<file path="src/rtl/moving_average_sample_source_if.sv">
// Sample stream between the stimulus source and the moving-average filter input.
// The source drives data/valid; the sink drives ready.
interface moving_average_sample_source_if #(
  parameter int DATA_W = 8
);
  logic [DATA_W-1:0] out_data;
  logic              out_valid;
  logic              out_ready;

  modport master (
    output out_data,
    output out_valid,
    input  out_ready
  );

  modport slave (
    input  out_data,
    input  out_valid,
    output out_ready
  );
endinterface

</file>
<file path="src/rtl/moving_average_sample_source.sv">
// Deterministic burst stimulus source for the moving-average filter input.
// Generates `length` signed samples (ramp / constant / LFSR / alternating sign)
// over a valid/ready stream, then pulses done for one cycle.
// Optional build macro SAMPLE_SOURCE_ABORT_EN adds an abort input that ends
// the burst after the next transfer.
module moving_average_sample_source #(
  parameter int          DATA_W    = 8,
  parameter int          COUNT_W   = 16,
  parameter logic [15:0] LFSR_SEED = 16'hACE1
) (
  input  logic               system1000,
  input  logic               system1000_rst,
  input  logic               start,
  input  logic [1:0]         mode,
  input  logic [COUNT_W-1:0] length,
  input  logic [DATA_W-1:0]  const_val,
`ifdef SAMPLE_SOURCE_ABORT_EN
  input  logic               abort,
`endif
  moving_average_sample_source_if.master out_if,
  output logic               busy,
  output logic               done,
  output logic [COUNT_W-1:0] sent_count
);

  typedef enum logic [1:0] {
    ST_IDLE = 2'd0,
    ST_RUN  = 2'd1,
    ST_DONE = 2'd2
  } state_t;

  typedef enum logic [1:0] {
    PAT_RAMP  = 2'd0,
    PAT_CONST = 2'd1,
    PAT_LFSR  = 2'd2,
    PAT_ALT   = 2'd3
  } pattern_t;

  state_t             state_q,  state_d;
  pattern_t           mode_q,   mode_d;
  logic [COUNT_W-1:0] length_q, length_d;
  logic [DATA_W-1:0]  const_q,  const_d;
  logic [15:0]        lfsr_q,   lfsr_d;
  logic               alt_neg_q, alt_neg_d;
  logic [DATA_W-1:0]  data_q,   data_d;
  logic               valid_q,  valid_d;
  logic               busy_q,   busy_d;
  logic               done_q,   done_d;
  logic [COUNT_W-1:0] sent_q,   sent_d;
`ifdef SAMPLE_SOURCE_ABORT_EN
  logic               abort_q,  abort_d;
`endif

  logic        xfer;
  logic        last_xfer;
  logic [15:0] lfsr_next;

  assign xfer      = valid_q & out_if.out_ready;
  assign lfsr_next = {lfsr_q[14:0], lfsr_q[15] ^ lfsr_q[13] ^ lfsr_q[12] ^ lfsr_q[10]};

  // Burst sequencing and pattern generation; all outputs come straight from flops.
  always_comb begin
    state_d   = state_q;
    mode_d    = mode_q;
    length_d  = length_q;
    const_d   = const_q;
    lfsr_d    = lfsr_q;
    alt_neg_d = alt_neg_q;
    data_d    = data_q;
    valid_d   = valid_q;
    busy_d    = busy_q;
    done_d    = 1'b0;
    sent_d    = sent_q;
    last_xfer = 1'b0;
`ifdef SAMPLE_SOURCE_ABORT_EN
    abort_d   = abort_q;
`endif

    case (state_q)
      ST_IDLE: begin
        if (start) begin
          mode_d    = pattern_t'(mode);
          length_d  = length;
          const_d   = const_val;
          sent_d    = '0;
          lfsr_d    = LFSR_SEED;
          alt_neg_d = 1'b0;
          // Sample 0 is presented in the first RUN cycle, so it is built from
          // the live inputs rather than the latches being loaded now.
          data_d    = (pattern_t'(mode) == PAT_LFSR) ? LFSR_SEED[DATA_W-1:0] : const_val;
          busy_d    = 1'b1;
          if (length == '0) begin
            state_d = ST_DONE;
            valid_d = 1'b0;
            done_d  = 1'b1;
          end else begin
            state_d = ST_RUN;
            valid_d = 1'b1;
          end
        end
      end

      ST_RUN: begin
`ifdef SAMPLE_SOURCE_ABORT_EN
        abort_d = abort_q | abort;
`endif
        if (xfer) begin
          sent_d = sent_q + COUNT_W'(1);
          case (mode_q)
            PAT_RAMP:  data_d = data_q + DATA_W'(1);
            PAT_CONST: data_d = const_q;
            PAT_LFSR: begin
              lfsr_d = lfsr_next;
              data_d = lfsr_next[DATA_W-1:0];
            end
            PAT_ALT: begin
              alt_neg_d = ~alt_neg_q;
              data_d    = alt_neg_q ? const_q : -const_q;
            end
            default: data_d = data_q;
          endcase
          last_xfer = (sent_d == length_q);
`ifdef SAMPLE_SOURCE_ABORT_EN
          last_xfer = last_xfer | abort_q | abort;
`endif
          if (last_xfer) begin
            state_d = ST_DONE;
            valid_d = 1'b0;
            done_d  = 1'b1;
          end
        end
      end

      ST_DONE: begin
        state_d = ST_IDLE;
        busy_d  = 1'b0;
`ifdef SAMPLE_SOURCE_ABORT_EN
        abort_d = 1'b0;
`endif
      end

      default: begin
        state_d = ST_IDLE;
        valid_d = 1'b0;
        busy_d  = 1'b0;
      end
    endcase
  end

  // State and output registers with asynchronous reset.
  always_ff @(posedge system1000 or posedge system1000_rst) begin
    if (system1000_rst) begin
      state_q   <= ST_IDLE;
      mode_q    <= PAT_RAMP;
      length_q  <= '0;
      const_q   <= '0;
      lfsr_q    <= LFSR_SEED;
      alt_neg_q <= 1'b0;
      data_q    <= '0;
      valid_q   <= 1'b0;
      busy_q    <= 1'b0;
      done_q    <= 1'b0;
      sent_q    <= '0;
`ifdef SAMPLE_SOURCE_ABORT_EN
      abort_q   <= 1'b0;
`endif
    end else begin
      state_q   <= state_d;
      mode_q    <= mode_d;
      length_q  <= length_d;
      const_q   <= const_d;
      lfsr_q    <= lfsr_d;
      alt_neg_q <= alt_neg_d;
      data_q    <= data_d;
      valid_q   <= valid_d;
      busy_q    <= busy_d;
      done_q    <= done_d;
      sent_q    <= sent_d;
`ifdef SAMPLE_SOURCE_ABORT_EN
      abort_q   <= abort_d;
`endif
    end
  end

  assign out_if.out_data  = data_q;
  assign out_if.out_valid = valid_q;
  assign busy             = busy_q;
  assign done             = done_q;
  assign sent_count       = sent_q;

endmodule

</file>
<file path="src/flat_wrapper.sv">
// flat-port wrapper written by rule: the top's interface ports become plain ports
module moving_average_sample_source_flat 
#(
  parameter int          DATA_W    = 8,
  parameter int          COUNT_W   = 16,
  parameter logic [15:0] LFSR_SEED = 16'hACE1
)
  (system1000, system1000_rst, start, mode, length, const_val, busy, done, sent_count, out_if_out_data, out_if_out_valid, out_if_out_ready);
  moving_average_sample_source_if #(.DATA_W(DATA_W)) out_if_i ();
  input  logic system1000;
  input  logic system1000_rst;
  input  logic start;
  input  logic [1:0] mode;
  input  logic [COUNT_W-1:0] length;
  input  logic [DATA_W-1:0] const_val;
  output logic busy;
  output logic done;
  output logic [COUNT_W-1:0] sent_count;
  output wire logic [$bits(out_if_i.out_data)-1:0] out_if_out_data;
  output wire logic [$bits(out_if_i.out_valid)-1:0] out_if_out_valid;
  input wire logic [$bits(out_if_i.out_ready)-1:0] out_if_out_ready;
  assign out_if_out_data = out_if_i.out_data;
  assign out_if_out_valid = out_if_i.out_valid;
  assign out_if_i.out_ready = out_if_out_ready;
  moving_average_sample_source #(.DATA_W(DATA_W), .COUNT_W(COUNT_W), .LFSR_SEED(LFSR_SEED)) u_core (.system1000(system1000), .system1000_rst(system1000_rst), .start(start), .mode(mode), .length(length), .const_val(const_val), .out_if(out_if_i), .busy(busy), .done(done), .sent_count(sent_count));
endmodule
</file>
<file path="config.mk">
export PLATFORM = sky130hd
export DESIGN_NAME = moving_average_sample_source_flat
export DESIGN_NICKNAME = d
export VERILOG_FILES = /design/src/rtl/moving_average_sample_source_if.sv /design/src/rtl/moving_average_sample_source.sv /design/src/flat_wrapper.sv
export SDC_FILE = /design/constraint.sdc
export NUM_CORES = 1
export LEC_CHECK = 0
export BUFFER_PORTS_ARGS = -buffer_cell sky130_fd_sc_hd__buf_2
export CAP_MARGIN = 20
export CORE_MARGIN = 8
export CORE_UTILIZATION = 50
export CTS_CLUSTER_DIAMETER = 80
export DETAILED_ROUTE_END_ITERATION = 7
export PLACE_DENSITY = 0.76
export SLEW_MARGIN = 20
export SYNTH_ARGS = -nofsm -noshare
export SYNTH_HDL_FRONTEND = slang
export SYNTH_SLANG_ARGS = --single-unit
</file>
<file path="constraint.sdc">
create_clock -name system1000 -period 2.5 [get_ports system1000]
set_input_delay 0.75 -clock system1000 [delete_from_list [all_inputs] [get_ports system1000]]
set_output_delay 0.75 -clock system1000 [all_outputs]
set_load 0.03 [all_outputs]
</file>
==> results of run 1 <==
-- kinds of logic (layout without fill, tap and decap cells) --
group | Yosys count | in the layout | share of synthesized area [%]
AOI/OAI and AO/OA | 113 | 113 | 16.9
buffers and inverters | 41 | 105 | 4.24
adders and majority gates | 3 | 3 | 0.922
DFF | 72 | 72 | 44.5
muxes | 2 | 2 | 0.830
xor gates and xnor gates | 35 | 35 | 7.53
and+or+nand+nor | 218 | 218 | 25.1
-- registers in the layout, indices dropped and copies added (netlist names) --
signal,cells
u_core.state_q,2
u_core.done,1
u_core.lfsr_q,16
u_core.out_if.out_data,8
u_core.length_q,16
u_core.sent_count,16
u_core.mode_q,2
u_core.busy,1
u_core.out_if.out_valid,1
u_core.alt_neg_q,1
u_core.const_q,8
-- Yosys cell counts, types with 3 or more instances --
library cell    n  area share (%)
a21o_1          3            0.55
a21oi_1        16             2.0
a31oi_1         6            0.92
and4_1          3            0.65
buf_2           5            0.61
buf_4           3            0.55
clkbuf_1       18             1.7
dfrtp_1        64              39
dfstp_2         8             5.2
ha_1            3            0.92
inv_1          12             1.1
nand2_1       119              11
nand2b_1        5            0.77
nand3_1        15             1.8
nand4_1         3            0.46
nor2_1         37             3.4
nor2b_1         3            0.46
nor3_1          8            0.98
nor4_1          4            0.61
o21ai_0        54             6.6
o22ai_1         3            0.46
o31ai_1         4            0.74
o32ai_1         5             1.1
or3_1           3            0.46
xnor2_1        22             4.7
xor2_1         13             2.8
-- placed cells by master (no fill, tap or decap), types with 3 or more instances in the layout --
cell type | netlist | layout
a31oi_1 | 6 | 6
nand4_1 | 3 | 3
xnor2_1 | 22 | 22
o22ai_1 | 3 | 3
ha_1 | 3 | 3
and4_1 | 3 | 3
bufinv_16 | 0 | 3
buf_2 | 5 | 56
nor2_1 | 37 | 36
nand2b_1 | 5 | 5
o21ai_0 | 54 | 54
or3_1 | 3 | 3
clkbuf_8 | 0 | 10
dfstp_2 | 8 | 8
nand2_1 | 119 | 119
dfrtp_1 | 64 | 63
o31ai_1 | 4 | 4
o32ai_1 | 5 | 5
nor4_1 | 4 | 4
buf_4 | 3 | 19
xor2_1 | 13 | 13
nand3_1 | 15 | 15
a21oi_1 | 16 | 16
a21o_1 | 3 | 3
nor3_1 | 8 | 8
inv_1 | 12 | 11
nor2b_1 | 3 | 3
-- worst min-delay path: stages --
cell and delay (ps):
buf_2 110, clkinvlp_4 70, buf_12 330
-- where the power goes --
group | total [uW] | internal, uW | leakage, uW | switching (uW)
clock | 1150 | 691 | 0.000124 | 459
combinational | 2400 | 975 | 0.00115 | 1430
sequential | 2040 | 1580 | 0.000893 | 461
total | 5590 | 3240 | 0.00217 | 2350
-- final cells by class --
cell class / instances / area (um2) / share of cell area [%]
Clock buffer: 11 / 141 / 2.96
Clock inverter: 5 / 104 / 2.18
Inverter: 13 / 52.6 / 1.10
Multi-Input combinational cell: 371 / 2090 / 43.8
Sequential cell: 72 / 1810 / 38.0
Tap cell: 105 / 131 / 2.75
Timing Repair Buffer: 76 / 443 / 9.28
-- routing by layer --
| metal | global-route usage (%) | share of wire, % | vias up |
|---|---|---|---|
| li1 | - | - | 1797 |
| met4 | 7.64 | 1.8 | 0 |
| met1 | 27.2 | 46 | 1760 |
| met2 | 29.2 | 45 | 158 |
| met5 | 0 | 0 | - |
| met3 | 5.44 | 8.0 | 19 |
-- worst min path at each step --
stage                                                  end  slack [ps]  cells past startpoint
final                     u_core.sent_count[3]$_DFFE_PP0P_         490                      3
after global routing        u_core.length_q[4]$_DFFE_PP0P_         520                      3
after CTS                    u_core.lfsr_q[15]$_DFFE_PP1P_         490                      2
after detailed placement     u_core.lfsr_q[15]$_DFFE_PP1P_         480                      2
after global placement        u_core.lfsr_q[8]$_DFFE_PP0P_         470                      2
after floorplan               u_core.lfsr_q[8]$_DFFE_PP0P_         450                      2
-- what timing repair did --
| action | in CTS | in global routing |
|---|---|---|
| gates resized for setup | 0 | 1 |
| setup endpoints to repair | 0 | 1 |
| buffers inserted | 0 | 0 |
| endpoints found under the hold margin | 0 | 0 |
| hold buffers | 0 | 0 |
-- metrics by stage --
stage	utilization, %	hold slack [ps]	worst slack [ps]	cells	cell area (um2)
final	59.3	490	173	653	4770
after global routing	59.3	518	6.42	653	4770
after CTS	59.3	492	120	653	4770
after detailed placement	56.2	482	166	637	4530
after global placement	56.2	468	314	637	4530
after floorplan	-	450	130	484	4080
==> out/qor.csv, run 1 <==
metric;value;unit
EDFF count, synth;0;
Post-synth top flop;dfrtp_1;
Tmin final;2330;ps
row count;33;
Final period util;93.1;%
setup TNS;0;ps
CP max stage delay;470;ps
Post-Route WL;10900;um
Layout fillers;721;
worst-margin pin slew;553;ps
total of max-cap violations;0;
RD Place Congestion;0.894;
antenna violations before repair;0;
Seq/Total Area, Yosys;44.5;%
I/O pin cnt;57;
fin. max-slew vios;0;
synth unique cells;63;
Avg WL per Cell;16.7;um
worst-path cell chain;ha_1 > nand3_2 > nor4_4 > xnor2_1 > nor4_2 > nand3_1 > o21a_1;
synthesized netlist cell count;484;
P per Cell Area;1170;mW/mm2
Reg clk slew, reported paths;80;ps
Mapped Area;0.00407;mm2
Residual DRC;0;
CP Launch Type;register;
largest net degree at the start of global routing;73;
first-pass GRT wire length;18100;um
Crit Path Class;register to register;
n_diodes;0;
crit path capture;u_core.out_if.out_valid$_DFFE_PP0P_;
final antenna-violating net count;0;
Final Hold Vio Count;0;
Yosys reg bits;72;
YS warnings;0;
setup violators final;0;
Worst setup EP type;register;
Worst IR Drop VDD;0.715;mV
Area growth, synth to finish;17.3;%
total track usage;19.9;%
Via Count;3734;
reg-to-reg slack, setup;170;ps
CTS tree;done;
fraction of registers with async set/reset;100;%
Crit-path slowest cell;dfrtp_1;
grt ovf;0;
clock latency on the worst-skew pair;360;ps
CP Buf/Inv Count;0;
worst min path class;input pin to asynchronous set/reset pin;
status;finished clean;
unrepaired setup endpoints after global routing;no;
Crit Path Max Fanout;9;
Max-slew headroom;62.8;%
core area;0.00805;mm2
fmax;430;MHz
crit path DAT;2580;ps
worst reg-to-reg path cell count;7;
Vias/cell;5.72;
I/O Buffers;56;
vias in the first global route;3599;
Static Leakage;0.00217;uW
clk sinks;72;
Initial Utilization;50.6;%
stages on the worst setup path;7;
H-tree Lvls;3;
1st-iter DRT viols;232;
Total Power;5590;uW
critical path required time;2750;ps
delay-heaviest family, CP;simple AND/OR/NAND/NOR gates;
clock skew;11.3;ps
Mean Syn Cell Area;8.41;um2
DP HPWL;7660;um
syn_nets;517;
worst r2r dst;u_core.out_if.out_valid$_DFFE_PP0P_;
Die Wd;106;um
CTS Buf Count;9;
layout cells sized above 1;20.6;%
Nets;576;
CTS Buffer Depth;2;
chip height;106;um
die area;0.0113;mm2
worst reg2reg path startpoint;u_core.sent_count[1]$_DFFE_PP0P_;
clk root buf;clkbuf_8;
CP startpoint;u_core.sent_count[1]$_DFFE_PP0P_;
first drt pass iteration count;4;
No activity file was read; power rests on OpenSTA's default activity.
==> run 2: changes to the inputs <==
==> constraint.sdc (replaced) <==
create_clock -name system1000 -period 2.5 [get_ports system1000]
set_input_delay 0.5 -clock system1000 [delete_from_list [all_inputs] [get_ports system1000]]
set_output_delay 0.5 -clock system1000 [all_outputs]
set_load 0.03 [all_outputs]
==> out/qor.csv, run 2 (synthesized netlist as in run 1, its figures left out) <==
metric;value;unit;change
Final period util;91.0;%;-2.1 points
clock latency on the worst-skew pair;350;ps;about the same
CP max stage delay;580;ps;+110 ps
Setup WS post-layout;225;ps;+51.7 ps
pre-CTS setup slack;203;ps;+36.6 ps
hold buffers post-CTS;0;;unchanged
antenna violations before repair;0;;unchanged
Tmin final;2280;ps;-51.7 ps
worst-path cell chain;nand4_4 > or4_1 > xnor2_1 > nor4_2 > nand3_1 > o21a_1;;
I/O Buffers;56;;unchanged
worst r2r dst;u_core.out_if.out_valid$_DFFE_PP0P_;;
total of max-cap violations;0;;unchanged
setup violators final;0;;unchanged
setup TNS;0;ps;unchanged
I/O pin cnt;57;;unchanged
fin. max-slew vios;0;;unchanged
Post-Route WL;10500;um;-3.9%
post-route cell area;0.00471;mm2;-1.4%
Crit Path Max Fanout;8;;-1
CTS Buf Count;9;;unchanged
status;finished clean;;
layout cells sized above 1;20.3;%;-0.36 points
first drt pass iteration count;7;;+3
Reg clk slew, reported paths;70;ps;about the same
CTS Buffer Depth;2;;unchanged
1st-iter DRT viols;274;;+18%
worst-margin pin slew;486;ps;-66.8 ps
Initial Utilization;50.6;%;unchanged
Static Leakage;0.00214;uW;-1.2%
chip height;106;um;unchanged
total track usage;19.0;%;-0.84 points
Layout fillers;734;;+1.8%
n_diodes;0;;unchanged
P per Cell Area;1120;mW/mm2;-4.1%
Crit Path Class;register to register;;
Residual DRC;0;;unchanged
fmax;440;MHz;+2.3%
critical path required time;2740;ps;about the same
Nets;576;;unchanged
Via Count;3654;;-2.1%
H-tree Lvls;3;;unchanged
clk sinks;72;;unchanged
clock skew;7.79;ps;-3.50 ps
commonest cells after routing, fill and taps aside;119 x nand2_1, 63 x dfrtp_1, 56 x buf_2, 54 x o21ai_0, 36 x nor2_1;;
final antenna-violating net count;0;;unchanged
most common cell after layout, fill and taps aside;nand2_1;;
CP Launch Type;register;;
first-pass GRT wire length;17500;um;-3.2%
largest net degree at the start of global routing;73;;unchanged
Worst setup EP type;register;;
CTS tree;done;;
RD Place Congestion;0.896;;+0.16%
worst reg2reg path startpoint;u_core.sent_count[6]$_DFFE_PP0P_;;
Post-DP Area;0.00452;mm2;about the same
Vias/cell;5.60;;-2.1%
crit path DAT;2510;ps;-70 ps
die area;0.0113;mm2;unchanged
worst min path class;input pin to asynchronous set/reset pin;;
vias in the first global route;3488;;-3.1%
core area;0.00805;mm2;unchanged
worst reg-to-reg path cell count;6;;-1
reg-to-reg slack, setup;220;ps;+50 ps
Die Wd;106;um;unchanged
DP HPWL;7580;um;-1.0%
final non-filler cell total;653;;unchanged
Area growth, synth to finish;15.6;%;
Worst IR Drop VDD;0.502;mV;-30%
Max-slew headroom;67.3;%;+4.5 points
grt ovf;0;;unchanged
row count;33;;unchanged
Inst Count DP;637;;unchanged
Avg WL per Cell;16.1;um;-3.9%
clk root buf;clkbuf_8;;
unrepaired setup endpoints after global routing;no;;
Final Hold Vio Count;0;;unchanged
Crit-path slowest cell;or4_1;;
run 2: changes by cell type in the layout (fill, tap and decap cells not counted):
cell	previous run	this run
clkinv_4	1	0
clkbuf_1	1	3
clkinv_2	1	3
bufinv_16	3	1
clkbuf_8	10	9
inv_2	0	1
clkinvlp_4	1	0
run 2: where the power goes:
group          switching (uW)  internal (uW)  leakage [uW]  total [uW]
Combinational            1390            978       0.00115        2370
Clock                     428            457     0.0000941         885
Sequential                451           1580      0.000893        2030
Total                    2270           3010       0.00214        5290
run 2: through the flow:
step                      utilization [%]  power [uW]  hold slack (ps)
final                                58.4        5290              224
after CTS                            58.4        5280              234
after floorplan                         -        3730              450
after global placement               56.2        4310              467
after detailed placement             56.2        4380              475
after global routing                 58.4        5670              248
run 2: final cells by class:
class	instances	area, um2	area share (%)
timing repair buffer	76	443	9.41
clock buffer	12	135	2.87
inverter	13	48.8	1.04
tap	105	131	2.79
clock inverter	4	45.0	0.957
sequential	72	1810	38.5
multi-input combinational	371	2090	44.4
run 2: what timing repair did:
action	in CTS	in global routing
setup buffers	0	0
resized for setup	0	1
setup endpoints to repair	0	1
run 2: layer usage:
metal	vias to the layer above	wire [um]	track usage (%)
li1	1795	-	-
met1	1701	4880	25.7
met2	139	4670	28.9
met3	19	740	4.48
met4	0	197	7.34
met5	-	0	0
run 2: worst max-delay path, delay by kind of cell (launching register included):
kind | cells | cell delay [ps]
and+or+nand+nor | 4 | 1270
DFF | 1 | 510
AOI/OAI and AO/OA | 1 | 220
xor gates and xnor gates | 1 | 180
run 2: how the worst max path moves through the flow:
| stage | from | endpoint | slack, ps | depth (start not counted) |
|---|---|---|---|---|
| floorplan | u_core.sent_count[0]$_DFFE_PP0P_ | u_core.out_if.out_valid$_DFFE_PP0P_ | 130 | 7 |
| global placement | u_core.sent_count[0]$_DFFE_PP0P_ | u_core.out_if.out_valid$_DFFE_PP0P_ | 300 | 7 |
| detailed placement | u_core.sent_count[0]$_DFFE_PP0P_ | u_core.out_if.out_valid$_DFFE_PP0P_ | 200 | 7 |
| CTS | u_core.sent_count[0]$_DFFE_PP0P_ | u_core.out_if.out_valid$_DFFE_PP0P_ | 200 | 7 |
| global route | u_core.sent_count[1]$_DFFE_PP0P_ | u_core.out_if.out_valid$_DFFE_PP0P_ | 70 | 7 |
| finish | u_core.sent_count[6]$_DFFE_PP0P_ | u_core.out_if.out_valid$_DFFE_PP0P_ | 220 | 6 |
==> run 3: changes to the inputs <==
--- a/config.mk
+++ b/config.mk
@@ -12,6 +12,7 @@
 export CTS_CLUSTER_DIAMETER = 80
 export DETAILED_ROUTE_END_ITERATION = 7
 export PLACE_DENSITY = 0.76
+export REMOVE_ABC_BUFFERS = 1
 export SLEW_MARGIN = 20
 export SYNTH_ARGS = -nofsm -noshare
 export SYNTH_HDL_FRONTEND = slang
==> out/qor.csv, run 3 (synthesized netlist as in run 1, its figures left out) <==
metric;value;unit;change
largest net degree at the start of global routing;37;;-49%
most common cell after layout, fill and taps aside;nand2_1;;
I/O Buffers;56;;unchanged
final antenna-violating net count;0;;unchanged
P per Cell Area;1160;mW/mm2;+3.6%
commonest cells after routing, fill and taps aside;119 x nand2_1, 63 x dfrtp_1, 56 x buf_2, 54 x o21ai_0, 36 x nor2_1;;
setup violators final;0;;unchanged
row count;33;;unchanged
CP Launch Type;register;;
I/O pin cnt;57;;unchanged
setup bufs post-CTS;0;;unchanged
chip height;106;um;unchanged
reg-to-reg slack, setup;190;ps;-30 ps
fmax;434;MHz;-1.4%
grt ovf;0;;unchanged
layout cells sized above 1;20.4;%;+0.11 points
Worst setup EP type;register;;
status;finished clean;;
Final period util;92.3;%;+1.3 points
Die Wd;106;um;unchanged
Area growth, synth to finish;16.7;%;
CTS Buffer Depth;2;;unchanged
Crit-path slowest cell;dfrtp_1;;
1st-iter DRT viols;132;;-52%
clock latency on the worst-skew pair;360;ps;about the same
first-pass GRT wire length;17700;um;+0.86%
Post-DP Area;0.00450;mm2;-0.50%
fin. max-slew vios;0;;unchanged
worst min path class;input pin to asynchronous set/reset pin;;
CP startpoint;u_core.sent_count[1]$_DFFE_PP0P_;;
clk sinks;72;;unchanged
Vias/cell;5.65;;+0.98%
worst reg2reg path startpoint;u_core.sent_count[1]$_DFFE_PP0P_;;
antenna violations before repair;0;;unchanged
clock skew;17.4;ps;+9.64 ps
Initial Utilization;50.6;%;unchanged
setup TNS;0;ps;unchanged
Worst IR Drop VDD;0.680;mV;+35%
n_diodes;0;;unchanged
Post-Route WL;10600;um;+0.83%
post-route cell area;0.00475;mm2;+0.96%
die area;0.0113;mm2;unchanged
Nets;573;;-0.52%
Crit Path Class;register to register;;
worst-path cell chain;ha_2 > nand3_2 > nor4_4 > xnor2_1 > nor4_2 > nand3_1 > o21a_1;;
first drt pass iteration count;4;;-3
CP max stage delay;470;ps;-110 ps
total track usage;19.4;%;+0.40 points
Residual DRC;0;;unchanged
DP HPWL;7720;um;+1.8%
Inst Count DP;634;;-0.47%
Via Count;3673;;+0.52%
Static Leakage;0.00215;uW;+0.56%
CTS Buf Count;9;;unchanged
Tmin final;2310;ps;+31.3 ps
Final Hold Vio Count;0;;unchanged
worst hold slack;136;ps;-88.0 ps
total of max-cap violations;0;;unchanged
vias in the first global route;3680;;+5.5%
Avg WL per Cell;16.3;um;+1.3%
worst-margin pin slew;510;ps;+23.4 ps
H-tree Lvls;3;;unchanged
final non-filler cell total;650;;-0.46%
Layout fillers;716;;-2.5%
RD Place Congestion;0.941;;+5.0%
clk root buf;clkbuf_8;;
Reg clk slew, reported paths;90;ps;+20 ps
CTS tree;done;;
critical path required time;2740;ps;about the same
unrepaired setup endpoints after global routing;no;;
Max-slew headroom;66.0;%;-1.3 points
Crit Path Max Fanout;9;;+1
crit path DAT;2540;ps;+30 ps
core area;0.00805;mm2;unchanged
-- run 3: cell types whose count changed in the layout (fill, tap and decap cells not counted), sizes merged --
| cell | previous run | this run |
|---|---|---|
| bufinv | 1 | 3 |
| clkbuf | 12 | 11 |
| clkinv | 4 | 3 |
| buf | 76 | 73 |
-- run 3: where the power goes --
group / switching, uW / leakage, uW / total (uW) / internal (uW)
clock: 455 / 0.000124 / 1150 / 691
sequential: 448 / 0.000893 / 2020 / 1580
combinational: 1390 / 0.00114 / 2360 / 971
-- run 3: area by class of cell --
cell class                 count  area, um2  share of cell area (%)
clock buffer                  11        141                    2.98
clock inverter                 5        104                    2.19
inverter                      13       48.8                    1.03
multi-input combinational    371       2090                    44.0
sequential                    72       1810                    38.2
tap                          105        131                    2.77
timing repair buffer          73        420                    8.85
-- run 3: critical path: cells and delay by family, from the launching register on --
family / cells / cell delay [ps]
AND/OR/NAND/NOR: 4 / 1080
flip-flops: 1 / 470
adder cells (fa/ha/maj): 1 / 290
AO/OA/AOI/OAI: 1 / 220
XOR/XNOR: 1 / 130
-- run 3: final timing paths --
path / end / depth (start not counted)
worst max-delay path: u_core.out_if.out_valid$_DFFE_PP0P_ / 7
worst min-delay path: u_core.sent_count[6]$_DFFE_PP0P_ / 2
worst max register to register: u_core.out_if.out_valid$_DFFE_PP0P_ / 7
max in group asynchronous: u_core.lfsr_q[5]$_DFFE_PP1P_ / 3
min in group system1000: u_core.length_q[2]$_DFFE_PP0P_ / 3
worst min register to register: u_core.lfsr_q[7]$_DFFE_PP1P_ / 2
-- run 3: timing repair --
action	CTS	global route
hold buffers	0	0
resized for setup	0	2
endpoints found under the setup margin	0	4
-- run 3: stage by stage --
stage	power [uW]	worst slack (ps)	util, %
6_report	5530	194	59.0
5_1_grt	5930	17.3	59.0
4_1_cts	5530	102	59.0
3_5_place_dp	4380	131	55.9
3_3_place_gp	4320	242	55.9
2_1_floorplan	3650	-260	-
-- run 3: layer usage --
metal  wire [um]  global-route usage, %  up-vias
met3         497                   5.69       24
met4         235                   6.93        0
met1        4660                   23.0     1761
li1            -                      -     1793
met5           0                      0        -
met2        5180                   32.9       95
